### src/rtl/fw_wishbone_sram_ctrl_pkg.sv
// fw_wishbone_sram_ctrl_pkg: shared state and owner encodings for the two-port SRAM arbiter
package fw_wishbone_sram_ctrl_pkg;
  typedef enum logic [1:0] {IDLE, BUSY, ABORT} arb_state_e;
  localparam logic OWNER_T0 = 1'b0;
  localparam logic OWNER_T1 = 1'b1;
endpackage

### src/rtl/fw_wishbone_sram_arb_rr.sv
// fw_wishbone_sram_arb_rr: combinational 2-way round-robin picker, the port not served last wins a tie
module fw_wishbone_sram_arb_rr (
  input  logic [1:0] req,
  input  logic       last,
  output logic       valid,
  output logic       winner
);
  assign valid  = |req;
  assign winner = &req ? !last : req[1];
endmodule

### src/rtl/fw_wishbone_sram_ctrl_arb2.sv
// fw_wishbone_sram_ctrl_arb2: round-robin arbiter sharing one Wishbone SRAM controller between two masters
module fw_wishbone_sram_ctrl_arb2
  import fw_wishbone_sram_ctrl_pkg::*;
#(
  parameter int ADR_WIDTH = 32,
  parameter int DAT_WIDTH = 32,
  parameter int TIMEOUT   = 0
) (
  input  logic                   clock,
  input  logic                   reset_n,
  input  logic [ADR_WIDTH-1:0]   t0_adr,
  input  logic [ADR_WIDTH-1:0]   t1_adr,
  input  logic [DAT_WIDTH-1:0]   t0_dat_w,
  input  logic [DAT_WIDTH-1:0]   t1_dat_w,
  output logic [DAT_WIDTH-1:0]   t0_dat_r,
  output logic [DAT_WIDTH-1:0]   t1_dat_r,
  input  logic                   t0_cyc,
  input  logic                   t1_cyc,
  input  logic                   t0_stb,
  input  logic                   t1_stb,
  input  logic                   t0_we,
  input  logic                   t1_we,
  input  logic [DAT_WIDTH/8-1:0] t0_sel,
  input  logic [DAT_WIDTH/8-1:0] t1_sel,
  output logic                   t0_ack,
  output logic                   t1_ack,
  output logic                   t0_err,
  output logic                   t1_err,
  output logic [ADR_WIDTH-1:0]   i_adr,
  output logic [DAT_WIDTH-1:0]   i_dat_w,
  output logic [DAT_WIDTH/8-1:0] i_sel,
  output logic                   i_we,
  output logic                   i_cyc,
  output logic                   i_stb,
  input  logic [DAT_WIDTH-1:0]   i_dat_r,
  input  logic                   i_ack,
  input  logic                   i_err
);
  localparam int WW = TIMEOUT > 0 ? $clog2(TIMEOUT + 1) : 1;
  localparam logic [WW-1:0] WLIM = WW'(TIMEOUT > 0 ? TIMEOUT - 1 : 0);
  arb_state_e state;
  logic owner, last, valid, winner, busy, own_cyc, own_stb, timeout, ack_o, err_o;
  logic [WW-1:0] wdog;
  logic [1:0] req;
  assign req     = {t1_cyc & t1_stb, t0_cyc & t0_stb};
  assign own_cyc = owner ? t1_cyc : t0_cyc;
  assign own_stb = owner ? t1_stb : t0_stb;
  assign busy    = state == BUSY;
  // On release the finishing owner becomes "last" so the other port wins a tie in the same edge
  fw_wishbone_sram_arb_rr u_rr (
    .req    (req),
    .last   (state == IDLE ? last : owner),
    .valid  (valid),
    .winner (winner)
  );
  assign i_cyc   = busy & own_cyc;
  assign i_stb   = busy & own_cyc & own_stb;
  assign i_adr   = busy ? (owner ? t1_adr : t0_adr) : '0;
  assign i_dat_w = busy ? (owner ? t1_dat_w : t0_dat_w) : '0;
  assign i_sel   = busy ? (owner ? t1_sel : t0_sel) : '0;
  assign i_we    = busy & (owner ? t1_we : t0_we);
  assign timeout = TIMEOUT > 0 && i_stb && !i_ack && !i_err && wdog == WLIM;
  assign ack_o   = busy & i_ack;
  assign err_o   = (busy & i_err) | timeout;
  assign t0_ack  = ack_o & (owner == OWNER_T0);
  assign t1_ack  = ack_o & (owner == OWNER_T1);
  assign t0_err  = err_o & (owner == OWNER_T0);
  assign t1_err  = err_o & (owner == OWNER_T1);
  assign t0_dat_r = i_dat_r;
  assign t1_dat_r = i_dat_r;
  always_ff @(posedge clock or negedge reset_n) begin
    if (!reset_n) begin
      state <= IDLE;
      owner <= OWNER_T0;
      last  <= 1'b1;
      wdog  <= '0;
    end else begin
      if (state == IDLE || !own_cyc) begin
        if (state != IDLE) last <= owner;
        state <= valid ? BUSY : IDLE;
        if (valid) owner <= winner;
      end else if (timeout) begin
        state <= ABORT;
      end
      wdog <= (TIMEOUT > 0 && i_stb && !i_ack && !i_err && !timeout) ? wdog + 1'b1 : '0;
    end
  end
endmodule

### config.mk
export PLATFORM = sky130hd
export DESIGN_NAME = fw_wishbone_sram_ctrl_arb2
export DESIGN_NICKNAME = d
export VERILOG_FILES = /design/src/rtl/fw_wishbone_sram_ctrl_pkg.sv /design/src/rtl/fw_wishbone_sram_arb_rr.sv /design/src/rtl/fw_wishbone_sram_ctrl_arb2.sv
export SDC_FILE = /design/constraint.sdc
export NUM_CORES = 1
export LEC_CHECK = 0
export ABC_AREA = 1
export CORE_AREA = 3 3 123 125
export CTS_BUF_LIST = sky130_fd_sc_hd__clkbuf_8
export DETAILED_ROUTE_END_ITERATION = 8
export DIE_AREA = 0 0 126 128
export HOLD_SLACK_MARGIN = 0.05
export PLACE_DENSITY = 0.54
export SYNTH_ARGS = -nofsm -noshare
export SYNTH_HDL_FRONTEND = slang
export SYNTH_SLANG_ARGS = --single-unit
### constraint.sdc
create_clock -name clock -period 1.2 [get_ports clock]
set_input_delay 0.24 -clock clock [delete_from_list [all_inputs] [get_ports clock]]
set_output_delay 0.24 -clock clock [all_outputs]
set_load 0.005 [all_outputs]
-- Word level (Yosys, flattened, before mapping)
Cells that the tools add are included.
- input bits: 178
- logic and storage cells: 37
- flip-flop bits (word level): 4
- output and inout bits: 139
- bitwise gates (word level): 12
- reductions and logical operators: 9
- equal/unequal tests: 1
- muxes and demuxes: 12
- operators by type and width (kind ; number):
    $mux W32 ; 4
    $and A1 B1 Y1 ; 11
    $mux W4 ; 2
    $mux W1 ; 6
    $reduce_and A2 Y1 ; 3
    $eq A2 B1 Y1 const B ; 1
    $logic_not A1 Y1 ; 2
    $logic_not A2 Y1 ; 1
    $reduce_bool A2 Y1 ; 1
    $reduce_or A2 Y1 ; 1
    $logic_or A1 B1 Y1 ; 1
    $not A1 Y1 ; 1

-- Depth between registers and ports, before layout
- depth in word-level cells: 4
- mapped depth: 6
- gate-level depth less buffers: 6

-- By module
From an unflattened synthesis, not the netlist that was laid out.
- cells, all modules: 331
- area, all modules: 1742.9 µm²
- modules (own cells, without submodules) (module ; seq. area each (µm²) ; cells each ; times used ; area an instance (µm²)):
    fw_wishbone_sram_ctrl_arb2 ; 76.3 ; 328 ; 1 ; 1727.9
    fw_wishbone_sram_arb_rr ; 0.0 ; 3 ; 1 ; 15.0

-- Least setup slack after synthesis
OpenSTA, ideal clock, no wires.
- kind: register to output
- from: reg owner
- to: out i_stb
- arrival time: 866 ps
- path buffers: 1
- required time: 960 ps
- slack: 94 ps
- stages on the path, launching flop included: 5
- path through: dfrtp_1 buf_6 nand2_1 nand3_2 a21oi_1
- cells in the longest elaborated chain, start to end: 3
- elaborated cells on any way between the ends: 4
- classes of those cells: mux: 2; bitwise: 2
- RTL lines (element ; RTL line ; source):
    start, declared ; fw_wishbone_sram_ctrl_arb2.sv:42 ; logic owner, last, valid, winner, busy, own_cyc, own_stb, timeout, ack_o, err_o;
    start signal, assigned ; fw_wishbone_sram_ctrl_arb2.sv:81 ; if (valid) owner <= winner;
    $mux W1 ; fw_wishbone_sram_ctrl_arb2.sv:46 ; assign own_cyc = owner ? t1_cyc : t0_cyc;
    $and A1 B1 Y1 ; fw_wishbone_sram_ctrl_arb2.sv:57 ; assign i_stb = busy & own_cyc & own_stb;
    $and A1 B1 Y1 * ; fw_wishbone_sram_ctrl_arb2.sv:57 ;
    end, declared ; fw_wishbone_sram_ctrl_arb2.sv:34 ; output logic i_stb,
Mark *: on every way between the ends. The rest lies on a longest branch, timed or not.

-- Worst setup path after layout
- from: reg owner
- to: out i_dat_w[6]
- cells in the longest elaborated chain, start to end: 2
- RTL lines (element ; RTL line ; source):
    $mux W32 (2 in a row) ; fw_wishbone_sram_ctrl_arb2.sv:59 ; assign i_dat_w = busy ? (owner ? t1_dat_w : t0_dat_w) : '0;
    end, declared ; fw_wishbone_sram_ctrl_arb2.sv:30 ; output logic [DAT_WIDTH-1:0] i_dat_w,
Every way passes these cells.

==> out/qor.yml <==
status: "finished, violations left"
violations: "negative setup slack"
grt_use_total_pct: 12.6
finClkSkew_ps: 2.55
switching_share_pct: 48.3
fp-row-count: 43
dr_total_vias: 2819
required_ps: 960
synth_warnings: 0
drtIter0Drc: 57
worst-slew-pin-transition_ps: 226
cts_tree: "yes"
setup_slack_ps: -477
drt_wl_total_um: 11200
critPathLaunch: "owner$_DFFE_PN0P_"
leakagePower_nw: 2.03
crit_type: "reg2out"
worstPathArrival_ps: 1440
maxSlewHeadroom_pct: 84.9
syn_nets: 508
antenna_cells: 0
wl_per_cell_um: 16.2
syn_avg_cell_area_sq_um: 5.27
clkTransAtPathRegs_ps: 30
r2r_start: "owner$_DFFE_PN0P_"
grt_pass1_vias: 2992
synth-seq-cells: 3
synth_cell_types: 15
crit_fanout: 4
antenna_found_initial: 1
die-area_sq_um: 16100
post-route-period-util_pct: 140
syn_area_sq_um: 1740
hp-class: "in2async"
fin_util_pct: 32.4
grt_max_degree: 33
clk_latency_ps: 220
power.density_nw_per_um2: 2050
drt-pass1-iter-count: 4
clock_path_buffers: 2
numCtsBuffers: 3
die_h_um: 128
max_freq_ghz: 0.596
drv_cap: 0
core_sq_um: 14000
critical-path-max-stage-delay_ps: 430
p_switching_mw: 4.49
muxShareOfSynthArea_pct: 0
grt_first_pass_wirelength_um: 16200
ant_nets: 0
power.total_mw: 9.29
final_layout_size_suffix_gt1_share_pct: 52.0
io_buffer_count: 220
hold_violations: 0
root_buffer: "clkbuf_8"
htreeDepth: 1
io_pins: 317
met1_usage_pct: 13.6
met2_usage_pct: 23.3
gp_congestion: 0.826
die_width_um: 126
critPathSlowestCell: "dfrtp_2"
startpoint_type: "flop"
finalCriticalPeriod_ps: 1680
pwr-share-seq_pct: 2.4
netlist_instances: 330
place_area_sq_um: 3680
synth_compound_area_share_pct: 20.7
worstPathCellList: "clkinv_4 > buf_6 > buf_12 > clkbuf_16 > nand2_2 > a21oi_2 > buf_2"
rsz0062_at_grt: "yes"
ys_seq_area_share_pct: 4.39
postCtsHoldBufs: 0
final_cell_mix: "145 x clkdlybuf4s50_1, 80 x nand2_1, 74 x buf_2, 59 x a21oi_2, 37 x nand2_4"
slew_violations: 0
dp_worst_setup_slack_ps: -621
peakVddDrop_mv: 1.20
synth_top_family_by_area: "buffers and inverters"
layout_commonest_cell: "clkdlybuf4s50_1"
p_comb_share_pct: 94.5
finalSetupViolations: 77
critPathBufInv: 5
yosys.area_share.simple_pct: 34.8
grt_overflow: 0
synthAdderAreaFrac_pct: 0
routed_via_density: 4.09
cp-end-kind: "output pin"
use_met3_pct: 3.50
p_int_mw: 4.80
final_cell_area_sq_um: 4540
area_delta_synth_final_pct: 161
gr-max-usage-layer: "met2"
num-nets-final: 689
dpl.hpwl_um: 7120
drc_errors: 0
crit_family: "buffers and inverters"
synth_xor_area_share_pct: 0
cts.sink_count: 3
initial_core_util_pct: 12.4
pwr-share-clk_pct: 3.1
[synthesized netlist by cell type (all sizes together)]
cell	count	share of area, %
dfrtp	2	2.9
inv	10	2.2
nand3	3	1.2
o21ai	2	0.58
a21oi	70	20
buf	79	32
nand2	152	33
clkbuf	7	5.5
nor2	4	0.86
dfstp	1	1.5
[per-layer routing]
| layer | vias to the layer above | share of wire [%] | wire length (um) |
|---|---|---|---|
| met3 | 33 | 9.1 | 1010 |
| met2 | 164 | 51 | 5750 |
| met5 | - | 0.12 | 13 |
| li1 | 1338 | - | - |
| met1 | 1282 | 36 | 4030 |
| met4 | 2 | 3.2 | 357 |
[final timing paths]
path / cells past startpoint / end / slack (ps)
max: 7 / i_dat_w[6] / -480
min: 1 / owner$_DFFE_PN0P_ / 210
max reg2reg: 9 / owner$_DFFE_PN0P_ / -130
min reg2reg: 2 / last$_DFFE_PN1P_ / 490
max in group asynchronous: 1 / last$_DFFE_PN1P_ / 770
min in group clock: 0 / t0_dat_r[2] / 480
[state kept, by name (all words and copies together) (netlist names)]
signal / cells
owner: 1
last: 1
state: 1
[stage by stage]
stage                     std cells  hold slack, ps  TNS (ps)
after floorplan                 330           -55.6         0
after global placement          658             435    -36590
after CTS                       694             215    -33560
after global routing            690             224    -33590
after detailed placement        658             443    -37750
final                           690             209    -28680
[power by group through the flow]
stage                     clock network (mW)  registers [mW]  logic [mW]
after detailed placement                   0           0.205        5.93
final                                  0.292           0.218        8.78
after global routing                   0.309           0.225        9.49
after CTS                              0.298           0.221        8.50
after floorplan                            0           0.203        2.74
after global placement                     0           0.204        5.91
[cell type report]
type / count / area (sq um)
Clock buffer: 3 / 41.3
Clock inverter: 1 / 3.75
Fill cell: 1507 / 9450
Inverter: 10 / 42.5
Multi-Input combinational cell: 231 / 1620
Sequential cell: 3 / 77.6
Tap cell: 180 / 225
Timing Repair Buffer: 262 / 2530
[kinds of logic (layout without fill, tap and decap cells)]
| family | Yosys count | after routing |
|---|---|---|
| simple gates | 159 | 159 |
| flops | 3 | 3 |
| buf+inv | 96 | 276 |
| compound gates | 72 | 72 |
[what timing repair did]
| item | 4_1_cts | 5_1_grt |
|---|---|---|
| pin swaps | 47 | 38 |
| gates cloned | 12 | 1 |
| endpoints found under the hold margin | 0 | 0 |
| setup buffers | 20 | 2 |
| setup endpoints to repair | 76 | 78 |
| resized for setup | 449 | 71 |
No activity file was read; power rests on OpenSTA's default activity.
